### src/rtl/rst_seq_pkg.sv
// rst_seq_pkg: shared state/cause encodings and counter sizing for the reset sequencer
package rst_seq_pkg;

    typedef enum logic [1:0] {
        HOLD,
        RELEASE,
        RUN
    } state_t;

    typedef enum logic [1:0] {
        CAUSE_POR = 2'b00,
        CAUSE_BTN = 2'b01,
        CAUSE_SW  = 2'b10
    } cause_t;

    localparam int COUNT_W = 8;

    // Width able to hold the largest of three cycle counts, never narrower than one bit
    function automatic int cnt_width(input int a, input int b, input int c);
        int m;
        m = (a > b) ? a : b;
        m = (m > c) ? m : c;
        return (m < 1) ? 1 : $clog2(m + 1);
    endfunction

endpackage

### src/rtl/btn_debounce.sv
// btn_debounce: synchronises the raw button, normalises it to pressed=1 and debounces it
module btn_debounce
    import rst_seq_pkg::*;
#(
    parameter int SYNC_STAGES     = 2,
    parameter int BTN_ACTIVE_LOW  = 1,
    parameter int DEBOUNCE_CYCLES = 16
) (
    input  logic clock,
    input  logic reset,
    input  logic i_btn,
    output logic o_pressed
);

    localparam int   DW   = cnt_width(DEBOUNCE_CYCLES, 0, 0);
    localparam logic IDLE = (BTN_ACTIVE_LOW != 0);

    logic [SYNC_STAGES-1:0] sync;
    logic                   synced;
    logic                   db;
    logic [DW-1:0]          cnt;

    assign synced    = sync[SYNC_STAGES-1] ^ IDLE;
    assign o_pressed = (DEBOUNCE_CYCLES == 0) ? synced : db;

    // Shift the raw pin through the synchroniser; reset to the released pin level
    always_ff @(posedge clock)
        if (reset)
            sync <= {SYNC_STAGES{IDLE}};
        else
            sync <= {sync[SYNC_STAGES-2:0], i_btn};

    // Flip the debounced level only after a full run of disagreeing samples
    always_ff @(posedge clock)
        if (reset) begin
            db  <= 1'b0;
            cnt <= '0;
        end else if (synced == db)
            cnt <= '0;
        else if (cnt == DW'(DEBOUNCE_CYCLES - 1)) begin
            db  <= synced;
            cnt <= '0;
        end else
            cnt <= cnt + 1'b1;

endmodule

### src/rtl/reset_sequencer.sv
// reset_sequencer: holds all reset domains while a reset source is active, then releases them in staggered order
module reset_sequencer
    import rst_seq_pkg::*;
#(
    parameter int NUM_OUT         = 3,
    parameter int SYNC_STAGES     = 2,
    parameter int BTN_ACTIVE_LOW  = 1,
    parameter int DEBOUNCE_CYCLES = 16,
    parameter int HOLD_CYCLES     = 16,
    parameter int STAGGER_CYCLES  = 4
) (
    input  logic               clock,
    input  logic               reset,
    input  logic               i_btn,
    input  logic               i_sw_reset,
    output logic [NUM_OUT-1:0] o_reset,
    output logic               o_ready,
    output logic [1:0]         o_cause,
    output logic [7:0]         o_reset_count
);

    localparam int                 CW  = cnt_width(HOLD_CYCLES, STAGGER_CYCLES, DEBOUNCE_CYCLES);
    localparam int                 IW  = $clog2(NUM_OUT + 1);
    localparam logic [NUM_OUT-1:0] ONE = NUM_OUT'(1);

    state_t               state, state_d;
    cause_t               cause, cause_d;
    logic [CW-1:0]        cnt, cnt_d;
    logic [IW-1:0]        idx, idx_d;
    logic [NUM_OUT-1:0]   reset_d;
    logic                 ready_d;
    logic [COUNT_W-1:0]   count_d;
    logic                 pressed;
    logic                 src;
    logic                 hold_done;
    logic                 stage_done;
    logic                 last;

    btn_debounce #(
        .SYNC_STAGES    (SYNC_STAGES),
        .BTN_ACTIVE_LOW (BTN_ACTIVE_LOW),
        .DEBOUNCE_CYCLES(DEBOUNCE_CYCLES)
    ) u_btn (
        .clock    (clock),
        .reset    (reset),
        .i_btn    (i_btn),
        .o_pressed(pressed)
    );

    assign src        = pressed | i_sw_reset;
    assign hold_done  = cnt == CW'(HOLD_CYCLES - 1);
    assign stage_done = cnt == CW'(STAGGER_CYCLES - 1);
    assign last       = idx == IW'(NUM_OUT - 1);
    assign o_cause    = cause;

    // State register
    always_ff @(posedge clock)
        if (reset)
            state <= HOLD;
        else
            state <= state_d;

    // Next state: any reset source overrides every other transition
    always_comb
        state_d = src                                      ? HOLD    :
                  (state == HOLD && hold_done)             ? RELEASE :
                  (state == RELEASE && stage_done && last) ? RUN     : state;

    // Next counters and outputs; a held button keeps the same cause and is counted once
    always_comb begin
        cnt_d   = '0;
        idx_d   = idx;
        reset_d = o_reset;
        ready_d = o_ready;
        cause_d = cause;
        count_d = o_reset_count;
        if (src) begin
            idx_d   = '0;
            reset_d = '1;
            ready_d = 1'b0;
            cause_d = pressed ? CAUSE_BTN : CAUSE_SW;
            if ((state != HOLD || cause_d != cause) && o_reset_count != '1)
                count_d = o_reset_count + 1'b1;
        end else if (state == HOLD)
            cnt_d = hold_done ? '0 : cnt + 1'b1;
        else if (state == RELEASE) begin
            cnt_d = stage_done ? '0 : cnt + 1'b1;
            if (stage_done) begin
                reset_d = o_reset & ~(ONE << idx);
                idx_d   = idx + 1'b1;
                ready_d = last;
            end
        end
    end

    // Datapath and output registers
    always_ff @(posedge clock)
        if (reset) begin
            cnt           <= '0;
            idx           <= '0;
            o_reset       <= '1;
            o_ready       <= 1'b0;
            cause         <= CAUSE_POR;
            o_reset_count <= '0;
        end else begin
            cnt           <= cnt_d;
            idx           <= idx_d;
            o_reset       <= reset_d;
            o_ready       <= ready_d;
            cause         <= cause_d;
            o_reset_count <= count_d;
        end

endmodule
### config.mk
export PLATFORM = sky130hd
export DESIGN_NAME = reset_sequencer
export DESIGN_NICKNAME = d
export VERILOG_FILES = /design/src/rtl/rst_seq_pkg.sv /design/src/rtl/btn_debounce.sv /design/src/rtl/reset_sequencer.sv
export SDC_FILE = /design/constraint.sdc
export NUM_CORES = 1
export LEC_CHECK = 0
export CAP_MARGIN = 20
export CORE_MARGIN = 8
export CORE_UTILIZATION = 56
export CTS_BUF_LIST = sky130_fd_sc_hd__clkbuf_8
export CTS_CLUSTER_DIAMETER = 200
export CTS_CLUSTER_SIZE = 8
export DETAILED_ROUTE_END_ITERATION = 8
export PLACE_DENSITY_LB_ADDON = 0.1
export RECOVER_POWER = 25
export SKIP_LAST_GASP = 1
export SLEW_MARGIN = 20
export SYNTH_ARGS = -nofsm -noshare
export SYNTH_HDL_FRONTEND = slang
export SYNTH_HIERARCHICAL = 1
export SYNTH_SLANG_ARGS = --single-unit
### constraint.sdc
create_clock -name clock -period 2.1 [get_ports clock]
set_input_delay 0.525 -clock clock [delete_from_list [all_inputs] [get_ports clock]]
set_output_delay 0.525 -clock clock [all_outputs]
set_load 0.02 [all_outputs]
==> out/metrics.csv <==
stage;metric;value;unit
status;status;finished, final reports clean;
logic_synthesis;Synth top cells by count;dfxtp_1, nor2_1, ha_1, inv_1, nand3_1;
clock_tree;Post-CTS Setup Bufs;0;
logic_synthesis;combinational family with the most area after synthesis;simple AND/OR/NAND/NOR gates;
global_routing;first-pass GRT wire length;4660;um
sta;fmax;513;MHz
floorplanning;Ports;18;
logic_synthesis;top-count cell post-synth;dfxtp_1;
drt;DR pass1 iterations;4;
sta;Fin Setup TNS;0;ps
logic_synthesis;Yosys cell types;41;
worst_setup_path;CP peak stage delay;680;ps
logic_synthesis;post-synthesis simple-gate area fraction;0.248;
cells_and_area;layout cells sized above 1;0.135;
power_and_ir_drop;power share of the clock group;0.473;
floorplanning;height of the chip;65.6;um
min_path;Hold Startpoint;u_btn/sync[0];
floorplanning;row count;18;
drt;Vias/cell;5.52;
logic_synthesis;top-area cell type share of the netlist area;0.450;
power_and_ir_drop;overall power;1.26;mW
global_routing;all-layer global routing usage;0.142;
sta;Tcrit/Tclk final;0.929;
drt;antenna viol nets, final;0;
logic_synthesis;Area contributors post-synth;dfxtp_1, ha_1, nor2_1, nand3_1, a21oi_1;
worst_setup_path;worst path cell trace;clkdlybuf4s50_1;
clock_tree;clk sinks;31;
worst_setup_path;Buf/Inv on CP;1;
logic_synthesis;Async SR Flop Fraction;0;
worst_setup_path;reg2reg end;o_reset_count[6];
worst_setup_path;setup slack, reg-to-reg;330;ps
clock_tree;Hold-fix buffers, CTS;0;
logic_synthesis;YS warnings;6;
power_and_ir_drop;internal power;1.01;mW
sta;min cycle time layout;1950;ps
floorplanning;Die Footprint;4310;um2
logic_synthesis;Post-Synthesis Cells;145;
power_and_ir_drop;Logic pwr share;0.051;
worst_setup_path;CP Capture Type;output port;
floorplanning;Die W;65.6;um
placed_design;Final GP Congestion;0.859;
sta;actual slew at the worst max-slew pin;666;ps
drt;initial detailed-routing violation count;55;
floorplanning;CORE AREA;2410;um2
worst_setup_path;crit start category;flop;
placed_design;PortBufs;17;
worst_setup_path;RR Startpoint;o_reset_count[0];
sta;clock skew;5.28;ps
global_routing;largest net degree at the start of global routing;18;
drt;final wirelength;2750;um
worst_setup_path;crit path kind;flop to output port;
worst_setup_path;worst path arrival time;1430;ps
min_path;HP Class;flop to flop;
min_path;Min-Delay Endpoint;u_btn/sync[1];
min_path;hold-critical path depth;1;
clock_tree;post_cts resized;0;
sta;RSZ-0062 raised after global routing;no;
clock_tree;Worst-path clk slew;70;ps
cells_and_area;Post-Layout Cell Count;201;
worst_setup_path;Max Fanout on Critical Path;7;
clock_tree;later-pin clock latency in the skew report;280;ps
worst_setup_path;delay-heaviest family, CP;buffers and inverters;
sta;Slew Limit Fails;0;
power_and_ir_drop;Flop pwr share;0.477;
clock_tree;CTS tree;done;
logic_synthesis;mux share of post-synthesis cell area;0.0390;
logic_synthesis;Main synth FF type;dfxtp_1;
clock_tree;cts bufs inserted;5;
sta;final hold viol count;0;
power_and_ir_drop;sw power;0.256;mW
logic_synthesis;Post-Synth XOR/XNOR Area;0.0381;
clock_tree;worst-case clock buffer depth;2;
cells_and_area;Ant. Diodes;0;
drt;DRC errors left;0;
floorplanning;Initial Util;0.573;
sta;final-report setup violation count;0;
drt;Routed WL per cell;13.7;um
power_and_ir_drop;Leak Pwr;0.600;nW
job;max cap viols;0;
logic_synthesis;Post-synth EDFFs;0;
logic_synthesis;post-synthesis compound-gate area fraction;0.124;
global_routing;antenna violations before repair;0;
worst_setup_path;worst reg2reg path depth;5;
logic_synthesis;Yosys top cell by area;dfxtp_1;
logic_synthesis;Synth Cell Area;1380;um2
sta;relative slew slack;0.556;
logic_synthesis;Post-Syn Area per Cell;9.52;um2
worst_setup_path;slowest stage cell, crit path;clkdlybuf4s50_1;
drt;via count;1109;
clock_tree;CTS H-tree lvls;2;
cells_and_area;Area growth syn-to-layout;23.9;%
logic_synthesis;Yosys reg bits;31;
clock_tree;root buf cell;clkbuf_8;
power_and_ir_drop;switching share of power;0.202;
logic_synthesis;syn_nets;157;
power_and_ir_drop;Worst VDD drop;600;uV
power_and_ir_drop;PwrDens;740;nW/um2
cells_and_area;Final nets;182;
global_routing;vias in the first global route;1042;
global_routing;total gr overflow;0;
worst_setup_path;CP required;1570;ps
placed_design;post-placement cell count;193;
logic_synthesis;Synth Area in Adders;0.0725;
logic_synthesis;sequential element share of the synthesized area;0.450;
placed_design;Detailed Place HPWL;1970;um
-- layout make-up --
| cell class | instances | area, um2 |
|---|---|---|
| clock buffer | 6 | 82.6 |
| timing repair buffer | 20 | 189 |
| inverter | 8 | 30.0 |
| multi-input combinational | 104 | 716 |
| fill | 202 | 699 |
| clock inverter | 2 | 35.0 |
| tap | 30 | 37.5 |
| sequential | 31 | 621 |
-- worst max-delay path by stage --
stage | startpoint | endpoint | slack, ps | cells past startpoint
after detailed placement | i_sw_reset | o_reset_count[6] | 5 | 4
after global placement | i_sw_reset | o_reset_count[6] | 70 | 4
after global routing | o_reset_count[2] | o_reset_count[2] | 90 | 1
final | o_reset_count[2] | o_reset_count[2] | 150 | 1
after CTS | o_reset_count[2] | o_reset_count[2] | 140 | 1
after floorplan | o_reset_count[0] | o_reset_count[6] | 460 | 5
-- through the flow --
step / area [um2] / setup WS (ps) / utilization / hold WS (ps)
6_report: 1710 / 150 / 0.710 / 409
5_1_grt: 1710 / 93.0 / 0.710 / 418
4_1_cts: 1720 / 138 / 0.713 / 409
3_5_place_dp: 1600 / 4.94 / 0.665 / 393
3_3_place_gp: 1600 / 67.2 / 0.665 / 394
2_1_floorplan: 1380 / 456 / - / 389
-- registers in the layout, summed over array words and instances, names as in the netlist --
name and cells:
o_ready 1, cnt 5, u_btn/cnt 5, o_cause 2, u_btn/sync 2, state 2, idx 2, o_reset 3
o_reset_count 8, u_btn/o_pressed 1
-- cells in the final DEF, fill, tap and decap left out, types with 3 or more instances in the layout --
master	count
dfxtp_1	31
nor2_1	21
nand4_1	3
inv_1	8
nand3_1	8
clkbuf_8	6
a21oi_1	7
nor2b_1	3
mux2_2	3
clkdlybuf4s50_1	16
o21ai_0	4
nand2_1	5
xor2_1	3
a21o_1	3
nor3_1	3
ha_1	8
xnor2_1	3
-- kinds of logic after synthesis --
| group | count (synthesis) |
|---|---|
| multiplexers | 5 |
| adder cells (fa/ha/maj) | 8 |
| flip-flops | 31 |
| buffers and inverters | 10 |
| AO/OA/AOI/OAI | 25 |
| XOR/XNOR | 6 |
| AND/OR/NAND/NOR | 60 |
-- metal layers --
layer	track usage	part of all wire	vias to the layer above
li1	-	-	561
met1	0.151	0.44	522
met2	0.229	0.48	21
met3	0.0646	0.057	5
met4	0.0736	0.021	0
met5	0	0	-
-- power groups by stage --
stage	combinational (mW)	clock, mW	sequential, mW
3_3_place_gp	0.0633	0	0.616
6_report	0.0640	0.598	0.603
3_5_place_dp	0.0650	0	0.616
5_1_grt	0.0705	0.644	0.604
2_1_floorplan	0.0328	0	0.620
4_1_cts	0.0663	0.609	0.603
(Power assumes the default switching activity.)
